**config.mk**
```make
export PLATFORM = sky130hd
export DESIGN_NAME = pipe_scroller_flat
export DESIGN_NICKNAME = d
export VERILOG_FILES = /design/src/rtl/pipe_scroller_if.sv /design/src/rtl/pipe_scroller.sv /design/src/flat_wrapper.sv
export SDC_FILE = /design/constraint.sdc
export NUM_CORES = 1
export LEC_CHECK = 0
export CAP_MARGIN = 25
export CORE_MARGIN = 2
export CORE_UTILIZATION = 56
export DETAILED_ROUTE_END_ITERATION = 10
export PLACE_DENSITY = 0.92
export SYNTH_ARGS = -nofsm -noshare
export SYNTH_HDL_FRONTEND = slang
export SYNTH_SLANG_ARGS = --single-unit
```
**constraint.sdc**
```tcl
create_clock -name frame_clk -period 8.1 [get_ports frame_clk]
set_input_delay 1.62 -clock frame_clk [delete_from_list [all_inputs] [get_ports frame_clk]]
set_output_delay 1.62 -clock frame_clk [all_outputs]
set_load 0.1 [all_outputs]
```
**src/rtl/pipe_scroller_if.sv**
```systemverilog
// ============================================================================
// pipe_scroller_if : keyboard/game-over inputs and pipe field outputs
// Revision: 1.0
// ============================================================================
`default_nettype none

interface pipe_scroller_if;
  logic [7:0] keycode;
  logic       GAME_END;
  logic [9:0] Pipe1X;
  logic [9:0] Pipe2X;
  logic [9:0] Pipe3X;
  logic [9:0] Pipe4X;
  logic [9:0] Pipe1Y;
  logic [9:0] Pipe2Y;
  logic [9:0] Pipe3Y;
  logic [9:0] Pipe4Y;
  logic       Running;
  logic [3:0] Speed;

  // Pipe generator side
  modport master (
    input  keycode, GAME_END,
    output Pipe1X, Pipe2X, Pipe3X, Pipe4X,
    output Pipe1Y, Pipe2Y, Pipe3Y, Pipe4Y,
    output Running, Speed
  );

  // Consumer side (bird/collision logic, keyboard)
  modport slave (
    output keycode, GAME_END,
    input  Pipe1X, Pipe2X, Pipe3X, Pipe4X,
    input  Pipe1Y, Pipe2Y, Pipe3Y, Pipe4Y,
    input  Running, Speed
  );
endinterface

`default_nettype wire

```
**src/rtl/pipe_scroller.sv**
```systemverilog
// ============================================================================
// pipe_scroller : four-pipe obstacle field, scrolled once per frame
// Revision: 1.0
// ============================================================================
`default_nettype none

module pipe_scroller #(
  parameter int         START_X        = 400,
  parameter int         SPACING        = 160,
  parameter int         GAP_Y_RESET    = 240,
  parameter int         GAP_Y_BASE     = 110,
  parameter int         SPEED_INIT     = 2,
  parameter int         SPEED_MAX      = 6,
  parameter int         WRAPS_PER_STEP = 8,
  parameter logic [7:0] LFSR_SEED      = 8'hA5
) (
  input  logic             frame_clk,
  input  logic             Reset,
  pipe_scroller_if.master  bus
);

  typedef enum logic [1:0] {
    S_IDLE = 2'd0,
    S_RUN  = 2'd1,
    S_OVER = 2'd2
  } state_e;

  localparam logic [7:0] KEY_START   = 8'h2C;
  localparam logic [7:0] KEY_STOP    = 8'h16;
  localparam logic [7:0] KEY_RESTART = 8'h15;
  localparam logic [9:0] WRAP_DIST   = 10'(4 * SPACING);
  localparam logic [9:0] GAP_BASE    = 10'(GAP_Y_BASE);
  localparam logic [9:0] GAP_RESET   = 10'(GAP_Y_RESET);
  localparam logic [3:0] SPD_INIT    = 4'(SPEED_INIT);
  localparam logic [3:0] SPD_MAX     = 4'(SPEED_MAX);
  localparam logic [3:0] WRAP_LAST   = 4'(WRAPS_PER_STEP - 1);

  state_e     state_q, state_d;
  logic [9:0] px_q [4];
  logic [9:0] px_d [4];
  logic [9:0] py_q [4];
  logic [9:0] py_d [4];
  logic [3:0] speed_q, speed_d;
  logic [3:0] wrap_cnt_q, wrap_cnt_d;
  logic [7:0] lfsr_q, lfsr_d;

  logic       field_reset;
  logic       move;
  logic       wrap_any;
  logic [9:0] speed_ext;

  assign speed_ext = {6'd0, speed_q};

  always_comb begin
    state_d     = state_q;
    speed_d     = speed_q;
    wrap_cnt_d  = wrap_cnt_q;
    lfsr_d      = {lfsr_q[6:0], lfsr_q[7] ^ lfsr_q[5] ^ lfsr_q[4] ^ lfsr_q[3]};
    field_reset = 1'b0;
    move        = 1'b0;
    wrap_any    = 1'b0;
    for (int i = 0; i < 4; i++) begin
      px_d[i] = px_q[i];
      py_d[i] = py_q[i];
    end

    case (state_q)
      S_IDLE: begin
        if (bus.keycode == KEY_START && !bus.GAME_END) begin
          state_d = S_RUN;
        end
      end
      S_RUN: begin
        if (bus.GAME_END) begin
          state_d = S_OVER;
        end else if (bus.keycode == KEY_STOP || bus.keycode == KEY_RESTART) begin
          field_reset = 1'b1;
          state_d     = S_IDLE;
        end else begin
          move = 1'b1;
        end
      end
      S_OVER: begin
        if (bus.keycode == KEY_RESTART) begin
          field_reset = 1'b1;
          state_d     = S_IDLE;
        end
      end
      default: state_d = S_IDLE;
    endcase

    if (move) begin
      for (int i = 0; i < 4; i++) begin
        if (px_q[i] > speed_ext) begin
          px_d[i] = px_q[i] - speed_ext;
        end else begin
          // Modulo-1024 arithmetic lands the result back in 1..640.
          px_d[i]  = px_q[i] - speed_ext + WRAP_DIST;
          py_d[i]  = GAP_BASE + {2'b00, lfsr_q};
          wrap_any = 1'b1;
        end
      end
      // Pipe spacing exceeds the max speed, so at most one wrap per frame.
      if (wrap_any) begin
        if (wrap_cnt_q == WRAP_LAST) begin
          wrap_cnt_d = 4'd0;
          speed_d    = (speed_q < SPD_MAX) ? speed_q + 4'd1 : SPD_MAX;
        end else begin
          wrap_cnt_d = wrap_cnt_q + 4'd1;
        end
      end
    end

    if (field_reset) begin
      speed_d    = SPD_INIT;
      wrap_cnt_d = 4'd0;
      for (int i = 0; i < 4; i++) begin
        px_d[i] = 10'(START_X + i * SPACING);
        py_d[i] = GAP_RESET;
      end
    end
  end

  always_ff @(posedge frame_clk) begin
    if (Reset) begin
      state_q    <= S_IDLE;
      speed_q    <= SPD_INIT;
      wrap_cnt_q <= 4'd0;
      lfsr_q     <= LFSR_SEED;
      for (int i = 0; i < 4; i++) begin
        px_q[i] <= 10'(START_X + i * SPACING);
        py_q[i] <= GAP_RESET;
      end
    end else begin
      state_q    <= state_d;
      speed_q    <= speed_d;
      wrap_cnt_q <= wrap_cnt_d;
      lfsr_q     <= lfsr_d;
      for (int i = 0; i < 4; i++) begin
        px_q[i] <= px_d[i];
        py_q[i] <= py_d[i];
      end
    end
  end

  assign bus.Pipe1X  = px_q[0];
  assign bus.Pipe2X  = px_q[1];
  assign bus.Pipe3X  = px_q[2];
  assign bus.Pipe4X  = px_q[3];
  assign bus.Pipe1Y  = py_q[0];
  assign bus.Pipe2Y  = py_q[1];
  assign bus.Pipe3Y  = py_q[2];
  assign bus.Pipe4Y  = py_q[3];
  assign bus.Running = (state_q == S_RUN);
  assign bus.Speed   = speed_q;

endmodule

`default_nettype wire
```
**src/flat_wrapper.sv**
```systemverilog
// flat-port wrapper written by rule: the top's interface ports become plain ports
module pipe_scroller_flat 
#(
  parameter int         START_X        = 400,
  parameter int         SPACING        = 160,
  parameter int         GAP_Y_RESET    = 240,
  parameter int         GAP_Y_BASE     = 110,
  parameter int         SPEED_INIT     = 2,
  parameter int         SPEED_MAX      = 6,
  parameter int         WRAPS_PER_STEP = 8,
  parameter logic [7:0] LFSR_SEED      = 8'hA5
)
  (frame_clk, Reset, bus_keycode, bus_GAME_END, bus_Pipe1X, bus_Pipe2X, bus_Pipe3X, bus_Pipe4X, bus_Pipe1Y, bus_Pipe2Y, bus_Pipe3Y, bus_Pipe4Y, bus_Running, bus_Speed);
  pipe_scroller_if bus_i ();
  input  logic frame_clk;
  input  logic Reset;
  input wire logic [$bits(bus_i.keycode)-1:0] bus_keycode;
  input wire logic [$bits(bus_i.GAME_END)-1:0] bus_GAME_END;
  output wire logic [$bits(bus_i.Pipe1X)-1:0] bus_Pipe1X;
  output wire logic [$bits(bus_i.Pipe2X)-1:0] bus_Pipe2X;
  output wire logic [$bits(bus_i.Pipe3X)-1:0] bus_Pipe3X;
  output wire logic [$bits(bus_i.Pipe4X)-1:0] bus_Pipe4X;
  output wire logic [$bits(bus_i.Pipe1Y)-1:0] bus_Pipe1Y;
  output wire logic [$bits(bus_i.Pipe2Y)-1:0] bus_Pipe2Y;
  output wire logic [$bits(bus_i.Pipe3Y)-1:0] bus_Pipe3Y;
  output wire logic [$bits(bus_i.Pipe4Y)-1:0] bus_Pipe4Y;
  output wire logic [$bits(bus_i.Running)-1:0] bus_Running;
  output wire logic [$bits(bus_i.Speed)-1:0] bus_Speed;
  assign bus_i.keycode = bus_keycode;
  assign bus_i.GAME_END = bus_GAME_END;
  assign bus_Pipe1X = bus_i.Pipe1X;
  assign bus_Pipe2X = bus_i.Pipe2X;
  assign bus_Pipe3X = bus_i.Pipe3X;
  assign bus_Pipe4X = bus_i.Pipe4X;
  assign bus_Pipe1Y = bus_i.Pipe1Y;
  assign bus_Pipe2Y = bus_i.Pipe2Y;
  assign bus_Pipe3Y = bus_i.Pipe3Y;
  assign bus_Pipe4Y = bus_i.Pipe4Y;
  assign bus_Running = bus_i.Running;
  assign bus_Speed = bus_i.Speed;
  pipe_scroller #(.START_X(START_X), .SPACING(SPACING), .GAP_Y_RESET(GAP_Y_RESET), .GAP_Y_BASE(GAP_Y_BASE), .SPEED_INIT(SPEED_INIT), .SPEED_MAX(SPEED_MAX), .WRAPS_PER_STEP(WRAPS_PER_STEP), .LFSR_SEED(LFSR_SEED)) u_core (.frame_clk(frame_clk), .Reset(Reset), .bus(bus_i));
endmodule
```
Word-level counts from Yosys, hierarchy flattened
Memories as Yosys holds them, arrays and structs flattened.
Cells that the tools add are included.
{"block": "classes", "addsub": 11, "n_lt_le_gt_ge": 5, "n_eq_ne": 9, "muxes": 42, "bitwise": 11, "reduce_logical": 8}
{"cell": "$mux W10", "n": 16}
{"cell": "$mux W40", "n": 4}
{"cell": "$add A10 B10 Y10 const B", "n": 4}
{"cell": "$gt A10 B4 Y1", "n": 4}
{"cell": "$sub A10 B4 Y10", "n": 4}
{"cell": "$eq A8 B5 Y1 const B", "n": 2}
{"cell": "$mux W1", "n": 14}
{"cell": "$add A7 B8 Y9 const A", "n": 1}
{"cell": "$add A4 B1 Y4 const B", "n": 2}
{"cell": "$eq A8 B6 Y1 const B", "n": 1}
{"cell": "$mux W2", "n": 4}
{"cell": "$mux W4", "n": 2}
{"cell": "$or A1 B1 Y1", "n": 8}
{"cell": "$pmux W2 S3", "n": 1}
{"cell": "$reduce_and A3 Y1", "n": 2}
{"cell": "$eq A4 B3 Y1 const B", "n": 1}
{"cell": "$lt A4 B3 Y1 const B", "n": 1}
{"cell": "$ne A2 B1 Y1 const B", "n": 2}
{"cell": "$ne A3 B2 Y1 const B", "n": 1}
{"cell": "$xor A1 B1 Y1", "n": 3}
{"cell": "$eq A2 B1 Y1 const B", "n": 1}
{"cell": "$eq A2 B2 Y1 const B", "n": 1}
{"cell": "$logic_not A2 Y1", "n": 1}
{"cell": "$pmux W1 S2", "n": 1}
{"cell": "5 further kinds", "n": 5}
{"block": "totals", "regBits": 18, "ramBits": 80, "output_inout_bits": 85, "mem_count": 2}
{"name": "u_core.px_q", "depth": 4, "word_bits": 10, "rd": 4, "rd_clocked_by_memory_dff": 0, "write_ports": 4, "line": "pipe_scroller.sv:39", "source": "logic [9:0] px_q [4];"}
{"name": "u_core.py_q", "depth": 4, "word_bits": 10, "rd": 4, "rd_clocked_by_memory_dff": 0, "write_ports": 4, "line": "pipe_scroller.sv:41", "source": "logic [9:0] py_q [4];"}

Longest topological paths before layout
Gate-level depths: netlist of run 1.
{"block": "depth", "word_depth": 8, "ltp_mapped": 13, "depth_no_buf": 13}

Least setup slack after synthesis of run 1
OpenSTA, ideal clock, no wires.
{"block": "synth_path", "kind": "register -> register", "startpoint": "register u_core.speed_q[1] (netlist: u_core.bus.Speed[1])", "endpoint": "memory u_core.px_q[3][9]", "arrival_time_ns": 3.801, "slack_ns": 4.233, "path_stages_with_launch": 13, "period_less_slack_ns": 3.867, "cell_sequence": "dfxtp_1 -> inv_1 -> ha_1 -> nand2b_1 -> a21oi_1 -> nor4b_1 -> xor2_1 -> ha_1 -> or4_1 -> nor2_1 -> xnor2_1 -> or3_1 -> nand3_1"}
{"element": "start, declared", "line": "pipe_scroller.sv:43", "source": "logic [3:0] speed_q, speed_d;"}
{"element": "start signal, assigned", "line": "pipe_scroller.sv:136", "source": "speed_q <= speed_d;"}
{"element": "end, declared", "line": "pipe_scroller.sv:39"}

Worst setup path in the final report of run 1
{"block": "layout_path", "startpoint": "register u_core.state_q[1]", "endpoint": "output port bus_Running"}
{"block": "layout_between", "elab_chain_cells": 1}
{"element": "start, declared", "line": "pipe_scroller.sv:38", "source": "state_e state_q, state_d;"}
{"element": "start signal, assigned", "line": "pipe_scroller.sv:135", "source": "state_q <= state_d;"}
{"element": "$eq A2 B1 Y1", "line": "pipe_scroller.sv:154", "source": "assign bus.Running = (state_q == S_RUN);"}
{"element": "end, declared", "line": "flat_wrapper.sv:27", "source": "output wire logic [$bits(bus_i.Running)-1:0] bus_Running;"}
No other way between the ends.

==> impl_metrics.tcl, run 1 <==
set metrics [dict create \
    seq_area_frac_synth_pct 39.8 \
    critPathRequiredTime_ps 6480 \
    fin_crit_sh_pct 47.1 \
    yosys.area.top_type "dfxtp_1" \
    htree_num_levels 3 \
    fin_total_pwr_uw 949 \
    status "completed" \
    grt_usage_pct 26.4 \
    cts_tree "built" \
    fin_skew_ps 14.2 \
    coreArea_mm2 0.00822 \
    nFillCells 618 \
    clkPwrFrac_pct 31.6 \
    clk_pin_slew_worst_paths_ps 100 \
    setup_viol 0 \
    p_switching_uw 310 \
    ir_drop_mv 0.103 \
    first_iter_violations 210 \
    ant_nets 0 \
    post_cts_buffers 0 \
    cp_top_family "buffers and inverters" \
    clk_latency_ps 360 \
    synth.top_cell.area_share_pct 39.8 \
    critPathLaunchType "flip-flop" \
    tns_ps 0 \
    first_pass_iters 5 \
    synth_ff_type "dfxtp_1" \
    drcViolationCount 0 \
    arrival_ps 2200 \
    cts_buffer_depth 2 \
    relSlewSlack_pct 32.1 \
    drive_above_1_share_pct 5.71 \
    avgSynthCellArea_um2 8.65 \
    vias 4326 \
    cts.sinks 94 \
    netlist_area_mm2 0.00473 \
    tightest_slew_ps 1010 \
    rsz0062_at_grt "false" \
    synth.distinct_cells 49 \
    power.density_mw_per_mm2 160 \
    synth_area_leaders "dfxtp_1 40%, ha_1 6.9%, nand2_1 4.5%, a211oi_1 4.1%, nor2_1 3.8%" \
    utilization_pct 72.1 \
    portBuffers 91 \
    via_per_inst 5.88 \
    min_path_type "flip-flop to flip-flop" \
    area_delta_synth_final_pct 25.1 \
    fin_hold_ws_ps 465 \
    hold_buffers 0 \
    die_w_um 95.9 \
    yosys_warnings 0 \
    fin_crit_ps 3820 \
    synth_edf_count 0 \
    cts-resized-gates 0 \
    diodes 0 \
    drv_cap 0 \
    grt_pass1_vias 4228 \
    antenna_found_initial 0 \
    dpl.hpwl_um 8030 \
    pwr-share-seq_pct 51.1 \
    initial_core_util_pct 57.6 \
    p_sw_share_pct 32.7 \
    grt-ovfl-total 0 \
    die_area_mm2 0.00920 \
    internal_power_uw 639 \
    cts_inserted_buffers 9 \
    slowest_stage "clkdlybuf4s50_1" \
    gp_congestion 0.860 \
    wire_per_inst_um 15.8 \
    hold_violations 0 \
    synth_seq_cells 94 \
    cts-root-buf "clkbuf_8" \
    critPathBufInv 2 \
    leakage_nw 2.21 \
    max_stage_delay_ps 1170 \
    slew_viol_final 0 \
    die-height_um 95.9 \
    synthCells 547 \
    fin_nets 667 \
    fp-row-count 33 \
    async_flop_share_pct 0 \
    fin_area_mm2 0.00592 \
    worstPathMaxFanout 4 \
    ios 96 \
    grt_max_degree 60 \
    worstSetupPathType "flip-flop to output port" \
    fmaxAchievable_ghz 0.262 \
    wirelength_um 11700 \
    cp-end-kind "output port" \
    pwr-share-comb_pct 17.3 \
    placed_area_mm2 0.00567 \
    crit_chain "inv_1 > ha_1 > clkdlybuf4s50_1" \
    grt_pass1_wl_um 19200 \
]
==> final timing paths <==
kind                                                        from                         endpoint  slack, ps  cells past startpoint
worst min register to register   u_core.py_q[0][20]$_SDFFE_PP0P_  u_core.py_q[0][20]$_SDFFE_PP0P_        460                      2
worst max-delay path              u_core.state_q[1]$_SDFFE_PP0P_                      bus_Running       4280                      3
worst min-delay path             u_core.py_q[0][20]$_SDFFE_PP0P_  u_core.py_q[0][20]$_SDFFE_PP0P_        460                      2
worst max register to register  u_core.bus.Speed[1]$_SDFFE_PP1P_   u_core.px_q[3][9]$_SDFFE_PP1P_       4500                     12
==> registers in the layout, indices dropped and copies added (netlist names) <==
name               count
u_core.px_q           40
u_core.py_q           36
u_core.lfsr_q          8
u_core.bus.Speed       4
u_core.wrap_cnt_q      4
u_core.state_q         2
==> area by class of cell <==
type | count | area, um^2 | share of cell area [%]
multi-input cells | 408 | 2670 | 45.1
flip-flops and latches | 94 | 1880 | 31.8
repair buffers | 95 | 981 | 16.6
well taps | 105 | 131 | 2.22
clock buffers | 9 | 124 | 2.09
inverters | 18 | 67.6 | 1.14
clock inverters | 7 | 66.3 | 1.12
==> power groups by stage <==
| stage | clock [mW] | sequential, mW | combinational [mW] |
|---|---|---|---|
| detailed placement | 0 | 0.495 | 0.159 |
| floorplan | 0 | 0.535 | 0.0822 |
| finish | 0.300 | 0.485 | 0.164 |
| CTS | 0.306 | 0.485 | 0.160 |
| global route | 0.323 | 0.487 | 0.176 |
| global placement | 0 | 0.494 | 0.154 |
==> Yosys cell counts (all sizes together) (3+ instances only) <==
library cell,instances
o21ai,20
nor4b,3
nor2b,5
nand2,57
ha,26
dfxtp,94
buf,12
o211ai,17
or3,16
a21oi,34
a211oi,26
clkbuf,18
nor3,14
o31a,3
fa,4
mux2i,7
xnor2,18
nor2,51
inv,18
or2,11
or4,6
nor4,13
nand2b,13
nand3,19
and4,3
xor2,17
==> per-stage QoR <==
step	instances	worst slack, ps
after global routing	736	4230
after floorplan	550	4230
final	736	4280
after CTS	733	4290
after global placement	717	4000
after detailed placement	717	3920
==> per-layer routing <==
metal	GRT usage (%)	up-vias	part of all wire, %
li1	-	2098	-
met1	32.6	2039	44
met2	45.1	165	48
met3	5.09	24	6.1
met4	11.3	0	2.0
met5	0	-	0
==> cell families after synthesis <==
| group | Yosys count | synth area share [%] |
|---|---|---|
| simple gates | 219 | 23.4 |
| fa+ha+maj | 30 | 8.57 |
| buf+inv | 48 | 4.44 |
| compound gates | 113 | 15.8 |
| flops | 94 | 39.8 |
| xor+xnor | 35 | 6.48 |
| mux | 7 | 1.48 |
| other cells | 1 | 0.0792 |
==> cells in the final DEF (no fill, tap or decap), types with 6 or more instances in the layout <==
master,count
or2_2,6
xnor2_1,18
or3_1,16
a21oi_1,33
inv_1,18
clkbuf_8,9
ha_1,26
nor2_1,48
nor4_1,13
o21ai_0,20
nand2b_1,13
a211oi_1,26
xor2_1,17
nor3_1,14
o211ai_1,17
dfxtp_1,94
nand3_1,19
mux2i_1,7
clkdlybuf4s50_1,91
nand2_1,57
==> worst min-delay path, cell delays in order, from the launching register on <==
cell and delay [ps]:
dfxtp_1 330, nand2_1 50, a21oi_1 50
No activity file was read; power rests on OpenSTA's default activity.
==> inputs of run 2 (changes only) <==
--- a/config.mk
+++ b/config.mk
@@ -7,9 +7,9 @@
 export LEC_CHECK = 0
 export CAP_MARGIN = 25
 export CORE_MARGIN = 2
-export CORE_UTILIZATION = 56
+export CORE_UTILIZATION = 52
 export DETAILED_ROUTE_END_ITERATION = 10
-export PLACE_DENSITY = 0.92
+export PLACE_DENSITY = 0.87
 export SYNTH_ARGS = -nofsm -noshare
 export SYNTH_HDL_FRONTEND = slang
 export SYNTH_SLANG_ARGS = --single-unit
==> constraint.sdc (replaced) <==
create_clock -name frame_clk -period 3.9 [get_ports frame_clk]
set_input_delay 0.78 -clock frame_clk [delete_from_list [all_inputs] [get_ports frame_clk]]
set_output_delay 0.78 -clock frame_clk [all_outputs]
set_load 0.1 [all_outputs]
==> run 2 against run 1 <==
  * Setup slack got worse by 3800 ps
  * Clock skew fell by 4.9 ps
  * Via count shrank 1.9%
  * Critical path type is now flip-flop to flip-flop
  * Core utilization fell by 4.6 points
  * Total power up 110%
  * Critical path depth up 9
==> impl_metrics.tcl, run 2 (same netlist as run 1, synthesis figures left out) <==
set metrics [dict create \
    tightest_slew_ps 1030 \
    clk_pin_slew_worst_paths_ps 90 \
    cts_inserted_buffers 9 \
    power.density_mw_per_mm2 341 \
    min_path_type "flip-flop to flip-flop" \
    vias 4244 \
    drcViolationCount 0 \
    worstSetupPathType "flip-flop to flip-flop" \
    critPathLaunchType "flip-flop" \
    fin_crit_sh_pct 88.0 \
    ios 96 \
    initial_core_util_pct 54.0 \
    wirelength_um 11400 \
    setup_viol 0 \
    r2r_slack_ps 470 \
    utilization_pct 67.5 \
    first_pass_iters 4 \
    gp_congestion 0.882 \
    cp-end-kind "flip-flop" \
    ant_nets 0 \
    hold_buffers 0 \
    reg2reg_depth 12 \
    hold_end "u_core.py_q[0][0]$_SDFFE_PP0P_" \
    final_common_cell "dfxtp_1" \
    cts-root-buf "clkbuf_8" \
    coreArea_mm2 0.00876 \
    fin_crit_ps 3430 \
    rsz0062_at_grt "false" \
    grt-ovfl-total 0 \
    first_iter_violations 227 \
    cts-resized-gates 0 \
    relSlewSlack_pct 31.1 \
    min_from "u_core.py_q[0][0]$_SDFFE_PP0P_" \
    cts_buffer_depth 2 \
    post_cts_buffers 0 \
    via_per_inst 5.74 \
    antenna_found_initial 0 \
    die_w_um 99.4 \
    fin_nets 668 \
    clk_latency_ps 370 \
    fp-row-count 34 \
    die_area_mm2 0.00988 \
    portBuffers 91 \
    grt_pass1_vias 4045 \
    grt_pass1_wl_um 19000 \
    tns_ps 0 \
    cts.sinks 94 \
    drv_cap 0 \
    drive_above_1_share_pct 5.70 \
    hold_violations 0 \
    status "completed" \
    grt_usage_pct 23.4 \
    largest_register_ffs 40 \
    wire_per_inst_um 15.4 \
    slew_viol_final 0 \
    fmaxAchievable_ghz 0.291 \
    cts_tree "built" \
    fin_skew_ps 9.34 \
    leakage_nw 2.21 \
    htree_num_levels 3 \
    reg_top3 "u_core.px_q: 40 flops, u_core.py_q: 36 flops, u_core.lfsr_q: 8 flops" \
    diodes 0 \
    area_delta_synth_final_pct 24.9 \
    reg2reg_from "u_core.bus.Speed[0]$_SDFFE_PP0P_" \
    arrival_ps 3730 \
    ir_drop_mv 0.156 \
    top_register "u_core.px_q" \
    worstPathMaxFanout 8 \
    r2r-end "u_core.px_q[0][9]$_SDFFE_PP0P_" \
    critPathRequiredTime_ps 4200 \
    grt_max_degree 31 \
    min_path_cells 2 \
    dpl.hpwl_um 8470 \
    final_cell_mix "94 x dfxtp_1, 91 x clkdlybuf4s50_1, 57 x nand2_1" \
    die-height_um 99.4 \
]
-- run 2: cell types whose count changed in the layout (fill, tap and decap cells not counted) --
cell,delta
clkbuf_1,+1
buf_4,+4
bufinv_16,+1
clkinv_4,-4
buf_8,-1
clkinvlp_4,+2
buf_12,-1
buf_16,-1
clkbuf_8,+2
inv_8,-2
-- run 2: how the worst max path moves through the flow --
stage                                     end                        startpoint  slack [ps]
2_1_floorplan  u_core.px_q[3][9]$_SDFFE_PP1P_  u_core.bus.Speed[1]$_SDFFE_PP1P_          30
3_3_place_gp   u_core.px_q[0][9]$_SDFFE_PP0P_  u_core.bus.Speed[0]$_SDFFE_PP0P_         740
3_5_place_dp   u_core.px_q[0][9]$_SDFFE_PP0P_  u_core.bus.Speed[0]$_SDFFE_PP0P_         540
4_1_cts        u_core.px_q[0][9]$_SDFFE_PP0P_  u_core.bus.Speed[0]$_SDFFE_PP0P_         500
5_1_grt        u_core.px_q[3][9]$_SDFFE_PP1P_  u_core.bus.Speed[1]$_SDFFE_PP1P_         260
6_report       u_core.px_q[0][9]$_SDFFE_PP0P_  u_core.bus.Speed[0]$_SDFFE_PP0P_         470
-- run 2: metal layers --
layer	up-vias	part of all wire [%]	GRT usage, %
li1	2095	-	-
met1	1998	44	29.6
met2	132	48	39.8
met3	19	5.8	3.51
met4	0	1.9	10.0
met5	-	0	0
-- run 2: final cells by class --
class,count,area [um^2]
sequential,94,1880
clock inverter,4,53.8
multi-input combinational,408,2670
clock buffer,12,155
fill,685,2850
timing repair buffer,96,948
tap,108,135
inverter,18,67.6
-- run 2: where the power goes --
part           internal, mW  switching (mW)  leakage (nW)  total (mW)
clock network         0.334           0.338        0.0992       0.672
logic                0.0961           0.240          1.34       0.336
registers             0.981          0.0270         0.761        1.01
-- run 2: per-stage QoR --
step                std cells  cell area [um^2]  setup WS (ps)  power (mW)  hold WS [ps]
CTS                       740              5910            501        2.02           471
detailed placement        724              5700            537        1.36           458
floorplan                 550              4740           32.8        1.28           447
finish                    740              5910            467        2.02           471
global placement          724              5700            735        1.35           452
global route              740              5910            260        2.09           490
-- run 2: critical path: stages, from the launching register on --
cell and delay, ps:
dfxtp_1 400, ha_1 260, fa_1 380, nand2b_1 190, a21oi_1 400, nor3_1 130, xor2_1 180, ha_1 210
or4_1 500, a21oi_1 160, xnor2_1 100, or3_1 320, a21oi_1 140
